===== src/rtl/alu_system.sv =====
// ---------------------------------------------------------------------------
// alu_system
// Single-clock 8-bit datapath: general register file (R1-R4), address
// register file (AR, SP, PC), 16-bit instruction register, 256x8 memory,
// 16-function ALU with registered {Z,C,N,O} flags, and the A/B/C muxes.
// Every control input is supplied externally each cycle.
//
// Ports
//   Clock, Reset (async, active-low)
//   RF_OutASel/OutBSel/FunSel/RegSel    general register file control
//   ALU_FunSel                          ALU operation
//   ARF_OutCSel/OutDSel/FunSel/RegSel   address register file control
//   IR_LH, IR_Enable, IR_Funsel         instruction register control
//   Mem_WR, Mem_CS                      memory write / chip select (low)
//   MuxASel, MuxBSel, MuxCSel           mux selects
//   AOut, BOut, ALUOut, ALUOutFlag, ARF_COut, Address, MemoryOut,
//   IROut, MuxAOut, MuxBOut, MuxCOut    observed internal buses
//
// Memory: every location starts at 8'h00.
// ---------------------------------------------------------------------------

// Generic counter/load register shared by RF and ARF.
// funsel: 00 dec, 01 inc, 10 load, 11 clear (wrapping arithmetic).
module alu_system_reg #(
    parameter int W = 8
) (
    input  logic         i_clk,
    input  logic         i_rst_n,
    input  logic         i_en,
    input  logic [1:0]   i_funsel,
    input  logic [W-1:0] i_d,
    output logic [W-1:0] o_q
);
    logic [W-1:0] r_q;

    always_ff @(posedge i_clk or negedge i_rst_n) begin
        if (!i_rst_n) begin
            r_q <= '0;
        end else if (i_en) begin
            case (i_funsel)
                2'b00:   r_q <= r_q - 1'b1;
                2'b01:   r_q <= r_q + 1'b1;
                2'b10:   r_q <= i_d;
                default: r_q <= '0;
            endcase
        end
    end

    assign o_q = r_q;
endmodule

module alu_system (
    input  logic        Clock,
    input  logic        Reset,
    input  logic [1:0]  RF_OutASel,
    input  logic [1:0]  RF_OutBSel,
    input  logic [1:0]  RF_FunSel,
    input  logic [3:0]  RF_RegSel,
    input  logic [3:0]  ALU_FunSel,
    input  logic [1:0]  ARF_OutCSel,
    input  logic [1:0]  ARF_OutDSel,
    input  logic [1:0]  ARF_FunSel,
    input  logic [2:0]  ARF_RegSel,
    input  logic        IR_LH,
    input  logic        IR_Enable,
    input  logic [1:0]  IR_Funsel,
    input  logic        Mem_WR,
    input  logic        Mem_CS,
    input  logic [1:0]  MuxASel,
    input  logic [1:0]  MuxBSel,
    input  logic [1:0]  MuxCSel,
    output logic [7:0]  AOut,
    output logic [7:0]  BOut,
    output logic [7:0]  ALUOut,
    output logic [3:0]  ALUOutFlag,
    output logic [7:0]  ARF_COut,
    output logic [7:0]  Address,
    output logic [7:0]  MemoryOut,
    output logic [15:0] IROut,
    output logic [7:0]  MuxAOut,
    output logic [7:0]  MuxBOut,
    output logic [7:0]  MuxCOut
);
    localparam int NUM_RF  = 4;
    localparam int NUM_ARF = 3;

    // ---------------- general register file ----------------
    // Index 0..3 = R1..R4; RegSel bit 3 enables R1, so it is reversed.
    logic [NUM_RF-1:0][7:0] w_rf;

    genvar g;
    generate
        for (g = 0; g < NUM_RF; g++) begin : g_rf
            alu_system_reg #(.W(8)) u_reg (
                .i_clk    (Clock),
                .i_rst_n  (Reset),
                .i_en     (RF_RegSel[NUM_RF-1-g]),
                .i_funsel (RF_FunSel),
                .i_d      (MuxAOut),
                .o_q      (w_rf[g])
            );
        end
    endgenerate

    assign AOut = w_rf[RF_OutASel];
    assign BOut = w_rf[RF_OutBSel];

    // ---------------- address register file ----------------
    // Index 0 = AR, 1 = SP, 2 = PC, matching the read-select encoding.
    logic [NUM_ARF-1:0][7:0] w_arf;
    logic [NUM_ARF-1:0]      w_arf_en;

    assign w_arf_en = {ARF_RegSel[2], ARF_RegSel[0], ARF_RegSel[1]};

    generate
        for (g = 0; g < NUM_ARF; g++) begin : g_arf
            alu_system_reg #(.W(8)) u_reg (
                .i_clk    (Clock),
                .i_rst_n  (Reset),
                .i_en     (w_arf_en[g]),
                .i_funsel (ARF_FunSel),
                .i_d      (MuxBOut),
                .o_q      (w_arf[g])
            );
        end
    endgenerate

    always_comb begin
        case (ARF_OutCSel)
            2'b00:   ARF_COut = w_arf[0];
            2'b01:   ARF_COut = w_arf[1];
            default: ARF_COut = w_arf[2];
        endcase
    end

    always_comb begin
        case (ARF_OutDSel)
            2'b00:   Address = w_arf[0];
            2'b01:   Address = w_arf[1];
            default: Address = w_arf[2];
        endcase
    end

    // ---------------- instruction register ----------------
    // Load writes one byte from memory; inc/dec/clear act on all 16 bits.
    logic [15:0] r_ir;

    always_ff @(posedge Clock or negedge Reset) begin
        if (!Reset) begin
            r_ir <= '0;
        end else if (IR_Enable) begin
            case (IR_Funsel)
                2'b00:   r_ir <= r_ir - 16'd1;
                2'b01:   r_ir <= r_ir + 16'd1;
                2'b10: begin
                    if (IR_LH) r_ir[15:8] <= MemoryOut;
                    else       r_ir[7:0]  <= MemoryOut;
                end
                default: r_ir <= '0;
            endcase
        end
    end

    assign IROut = r_ir;

    // ---------------- memory ----------------
    // Contents are not touched by Reset.
    logic [7:0] r_mem [256];

    initial begin
        for (int i = 0; i < 256; i++) r_mem[i] = 8'h00;
    end

    always_ff @(posedge Clock) begin
        if (!Mem_CS && Mem_WR) r_mem[Address] <= ALUOut;
    end

    assign MemoryOut = (!Mem_CS && !Mem_WR) ? r_mem[Address] : 8'h00;

    // ---------------- muxes ----------------
    always_comb begin
        case (MuxASel)
            2'b00:   MuxAOut = ALUOut;
            2'b01:   MuxAOut = MemoryOut;
            2'b10:   MuxAOut = r_ir[7:0];
            default: MuxAOut = ARF_COut;
        endcase
    end

    always_comb begin
        case (MuxBSel)
            2'b00:   MuxBOut = ALUOut;
            2'b01:   MuxBOut = MemoryOut;
            2'b10:   MuxBOut = r_ir[7:0];
            default: MuxBOut = ARF_COut;
        endcase
    end

    // Only bit 0 of MuxCSel is meaningful.
    assign MuxCOut = MuxCSel[0] ? ARF_COut : AOut;

    // ---------------- ALU ----------------
    // r_flag = {Z, C, N, O}. C and O hold unless the operation defines them.
    logic [3:0] r_flag;
    logic [7:0] w_a;
    logic [7:0] w_b;
    logic       w_cin;
    logic [8:0] w_sum;
    logic [7:0] w_res;
    logic       w_c_nx;
    logic       w_o_nx;

    assign w_a   = MuxCOut;
    assign w_b   = BOut;
    assign w_cin = r_flag[2];

    always_comb begin
        w_sum  = '0;
        w_res  = w_a;
        w_c_nx = r_flag[2];
        w_o_nx = r_flag[0];
        case (ALU_FunSel)
            4'h0: w_res = w_a;
            4'h1: w_res = w_b;
            4'h2: w_res = ~w_a;
            4'h3: w_res = ~w_b;
            4'h4: begin
                w_sum  = {1'b0, w_a} + {1'b0, w_b};
                w_res  = w_sum[7:0];
                w_c_nx = w_sum[8];
                w_o_nx = (w_a[7] == w_b[7]) && (w_res[7] != w_a[7]);
            end
            4'h5: begin
                w_sum  = {1'b0, w_a} + {1'b0, w_b} + {8'h00, w_cin};
                w_res  = w_sum[7:0];
                w_c_nx = w_sum[8];
                w_o_nx = (w_a[7] == w_b[7]) && (w_res[7] != w_a[7]);
            end
            4'h6: begin
                // Subtract as A + ~B + 1; overflow when operand signs differ
                // and the result sign departs from A.
                w_sum  = {1'b0, w_a} + {1'b0, ~w_b} + 9'd1;
                w_res  = w_sum[7:0];
                w_c_nx = w_sum[8];
                w_o_nx = (w_a[7] != w_b[7]) && (w_res[7] != w_a[7]);
            end
            4'h7: w_res = w_a & w_b;
            4'h8: w_res = w_a | w_b;
            4'h9: w_res = w_a ^ w_b;
            4'hA: begin
                w_res  = {w_a[6:0], 1'b0};
                w_c_nx = w_a[7];
            end
            4'hB: begin
                w_res  = {1'b0, w_a[7:1]};
                w_c_nx = w_a[0];
            end
            4'hC: begin
                w_res  = {w_a[6:0], 1'b0};
                w_c_nx = w_a[7];
                w_o_nx = w_a[7] ^ w_a[6];
            end
            4'hD: w_res = {w_a[7], w_a[7:1]};   // carry deliberately held
            4'hE: begin
                w_res  = {w_a[6:0], w_cin};
                w_c_nx = w_a[7];
            end
            default: begin
                w_res  = {w_cin, w_a[7:1]};
                w_c_nx = w_a[0];
            end
        endcase
    end

    assign ALUOut = w_res;

    always_ff @(posedge Clock or negedge Reset) begin
        if (!Reset) begin
            r_flag <= '0;
        end else begin
            r_flag <= {(w_res == 8'h00), w_c_nx, w_res[7], w_o_nx};
        end
    end

    assign ALUOutFlag = r_flag;
endmodule


===== config.mk =====
export PLATFORM = sky130hd
export DESIGN_NAME = alu_system
export DESIGN_NICKNAME = d
export VERILOG_FILES = /design/src/rtl/alu_system.sv
export SDC_FILE = /design/constraint.sdc
export NUM_CORES = 2
export LEC_CHECK = 0
export BUFFER_PORTS_ARGS = -buffer_cell sky130_fd_sc_hd__buf_2
export CORE_MARGIN = 2
export CORE_UTILIZATION = 30
export CTS_CLUSTER_DIAMETER = 60
export DETAILED_ROUTE_END_ITERATION = 12
export PLACE_DENSITY = 0.56
export RECOVER_POWER = 25
export SYNTH_ARGS = -nofsm -noshare
export SYNTH_HDL_FRONTEND = slang
export SYNTH_SLANG_ARGS = --single-unit

===== constraint.sdc =====
create_clock -name Clock -period 49.3 [get_ports Clock]
set_input_delay 9.86 -clock Clock [delete_from_list [all_inputs] [get_ports Clock]]
set_output_delay 9.86 -clock Clock [all_outputs]
set_load 0.03 [all_outputs]

==> flow_metrics.tcl <==
set metrics [dict create \
    run_status "complete, but fails checks" \
    failed_checks "capacitance limit, slew limit" \
    timing.slew.headroom -2.172 \
    dieArea_um2 311600 \
    clock_tree_from_tritoncts "built" \
    place_area_um2 97380 \
    final_area_um2 104200 \
    worst_path_cell_chain "clkbuf_1, mux2i_1, o21a_2, clkbuf_1, clkinv_1, clkbuf_1, nor2_4, clkbuf_1, clkbuf_1, a22oi_1, nand2_1, a31oi_1, nor4_1, nand3_1, mux4_2, inv_1, buf_2" \
    timing_worst_setup_path_type "input pin to primary output" \
    timing.final.setup_violations 0 \
    clock_sink_count 2124 \
    worst_setup_path_end_kind "primary output" \
    critical_path_arrival_ps 23020 \
    antenna_found_initial 26 \
    portBuffers 127 \
    clockBufferDepth 3 \
    nFillCells 29560 \
    tightestPinTransition_ps 4759 \
    drc_errors 0 \
    worst_hold_slack_ps 530.3 \
    finalMaxSlewViolations 672 \
    post_drt_via_cell_ratio 5.518 \
    postLayoutCoreUtil 0.3407 \
    grt_pass1_vias 56800 \
    grt_first_pass_wirelength_um 444100 \
    min_period_ps 32880 \
    synth-seq-cells 2124 \
    gr-usage-met2 0.3048 \
    clkSlewWorstSetupHoldPaths_ps 60 \
    clock_root_buffer_master "clkbuf_16" \
    place_hpwl_um 197100 \
    timing_hold_violations_final 0 \
    inserted_clock_buffers 216 \
    row_count 203 \
    worst_path_most_repeated_cell "clkbuf_1" \
    cp_slowest_cell "clkbuf_1" \
    finalSetupTns_ps 0 \
    layout.cells.most_common_list "2048 x edfxtp_1, 866 x nand2_1, 445 x nor2_1" \
    synth.yosys.seq_area_share 0.6880 \
    drive_gt1_frac 0.1209 \
    grt.total_usage 0.1993 \
    die_height_um 558.2 \
    critical-path-max-stage-delay_ps 2550 \
    synthToLayoutAreaGrowth_pct 13.05 \
    timing.max_cap.violations 21 \
    holdBufCountCts 0 \
    cts_resized 0 \
    static-leakage-power_nw 34.61 \
    switching_share 0.3677 \
    post-synth-top-area-cell "edfxtp_1" \
    finalWeightedCongestion 0.8916 \
    worst_hold_path_type "register to register" \
    first_pass_iters 7 \
    grt_setup_unrepaired "no" \
    die_width_um 558.2 \
    routed_wirelength_normalized_by_instance_count_um 29.11 \
    groute.layer.met1.usage 0.2712 \
    syn_inst 6573 \
    timing.critical_path.fanout_max 35 \
    synth_top_area_share 0.6674 \
    globalRoute.totalOverflow 0 \
    grt_busiest_layer "met2" \
    min_period_over_period 0.6670 \
    yosys.cell_types.count 89 \
    clock_power_share 0.279 \
    peak_freq_mhz 30.41 \
    seq_power_share 0.408 \
    async_reset_ff_frac 0.03578 \
    power_report.internal_total_w 0.003649 \
    synthFlopType "edfxtp_1" \
    synth_enable_flop_cells 2048 \
    worst_clock_skew_ps 55.72 \
    count_of_vias_placed_by_the_detailed_router 60330 \
    number_of_h_tree_levels 4 \
    irDropWorstVdd_uv 63.40 \
    switchingPower_w 0.002122 \
    share_comb_of_total_power 0.312 \
    top_level_ports 129 \
    worst_setup_path_start_kind "input pin" \
    route.antenna.remaining_nets 0 \
    starting_density_of_the_core 0.3013 \
    synth_warnings 0 \
    synthesized_area_um2 92150 \
    synth_nets 6703 \
    floorplan.core_area_um2 305800 \
    avgSynthCellArea_um2 14.02 \
    drt_wl_total_um 318300 \
    finalNetCount 6772 \
    p_total_w 0.005771 \
    post-cts-setup-buffer-count 0 \
    yosys-top-cells-area "edfxtp_1 67%, mux2i_1 4.2%, nand2_1 3.5%" \
    power_per_standard_cell_area_nw_per_um2 55.39 \
    grt_util_met3 0.05050 \
    drt_iter0_drc 8342 \
    cp.required_ps 39440 \
    layout.cells.most_common "edfxtp_1" \
    clk_latency_ps 860 \
    grt_start_max_net_pins 204 \
]
[per-stage QoR]
step | cells | worst slack, ps
floorplan | 6573 | 13780
global placement | 10520 | 21660
detailed placement | 10520 | 21610
CTS | 10920 | 21580
global route | 10930 | 16780
finish | 10930 | 16420
[cells by family after synthesis]
logic type / count (synthesis) / share of synthesized area
XOR/XNOR: 77 / 0.007318
AO/OA/AOI/OAI: 1156 / 0.08815
buffers and inverters: 615 / 0.03161
AND/OR/NAND/NOR: 1905 / 0.08885
adder cells (fa/ha/maj): 93 / 0.01344
flip-flops: 2124 / 0.6880
multiplexers: 603 / 0.08262
[registers in the layout (all words and copies together) (netlist names)]
| signal | cells |
|---|---|
| g_arf.u_reg.o_q | 24 |
| IROut | 16 |
| ALUOutFlag | 4 |
| r_mem | 2048 |
| g_rf.u_reg.o_q | 32 |
[synth_stat cells, drive strengths merged, types with 47 or more instances]
cell    instances
edfxtp       2048
nand2         869
nor2          451
mux2i         383
nand3         340
o211ai        295
buf           279
a21oi         234
clkbuf        177
inv           154
o21ai         134
mux4          115
mux2          105
ha             83
dfrtp          76
a31oi          56
nand4          56
a32oi          55
a22oi          51
xnor2          47
[power groups by stage]
stage	combinational [W]	clock (W)	sequential (W)
after CTS	0.00178	0.00163	0.00235
final	0.00180	0.00161	0.00236
after global routing	0.00188	0.00170	0.00236
after global placement	0.00174	0	0.00238
after floorplan	0.000973	0	0.00252
after detailed placement	0.00177	0	0.00239
[path summary, 6_finish.rpt]
| path | start | to | slack (ps) | cells after the start |
|---|---|---|---|---|
| worst max-delay path | ARF_OutDSel[0] | MuxAOut[4] | 16420 | 17 |
| worst min-delay path | IROut[13] | IROut[13] | 530 | 2 |
| worst max register to register | g_arf[1].u_reg.o_q[3] | g_arf[2].u_reg.o_q[3] | 36230 | 14 |
| worst min register to register | IROut[13] | IROut[13] | 530 | 2 |
| max in group asynchronous | Reset | g_rf[1].u_reg.o_q[5] | 35970 | 1 |
| min in group asynchronous | Reset | ALUOutFlag[0] | 10690 | 1 |
[cell type report]
class	instances	area [um^2]	area share
multi-input combinational	3834	26070	0.2502
timing repair buffer	307	2027	0.01946
clock inverter	131	1236	0.01187
sequential	2124	63400	0.6086
clock buffer	268	5664	0.05437
tap	4100	5130	0.04924
inverter	159	624.3	0.005993
antenna	10	25.02	0.0002402
[worst max-delay path, delay by kind of cell]
kind                   cells  cell delay (ps)
AO/OA/AOI/OAI              3             1110
multiplexers               2             1060
AND/OR/NAND/NOR            4             2310
buffers and inverters      8             8540
[routing by layer]
layer,routed length (um),vias to the layer above
met5,89,-
met4,12570,12
met3,35880,516
met2,142400,3569
met1,127400,30870
li1,-,25370
(Power assumes the default switching activity.)
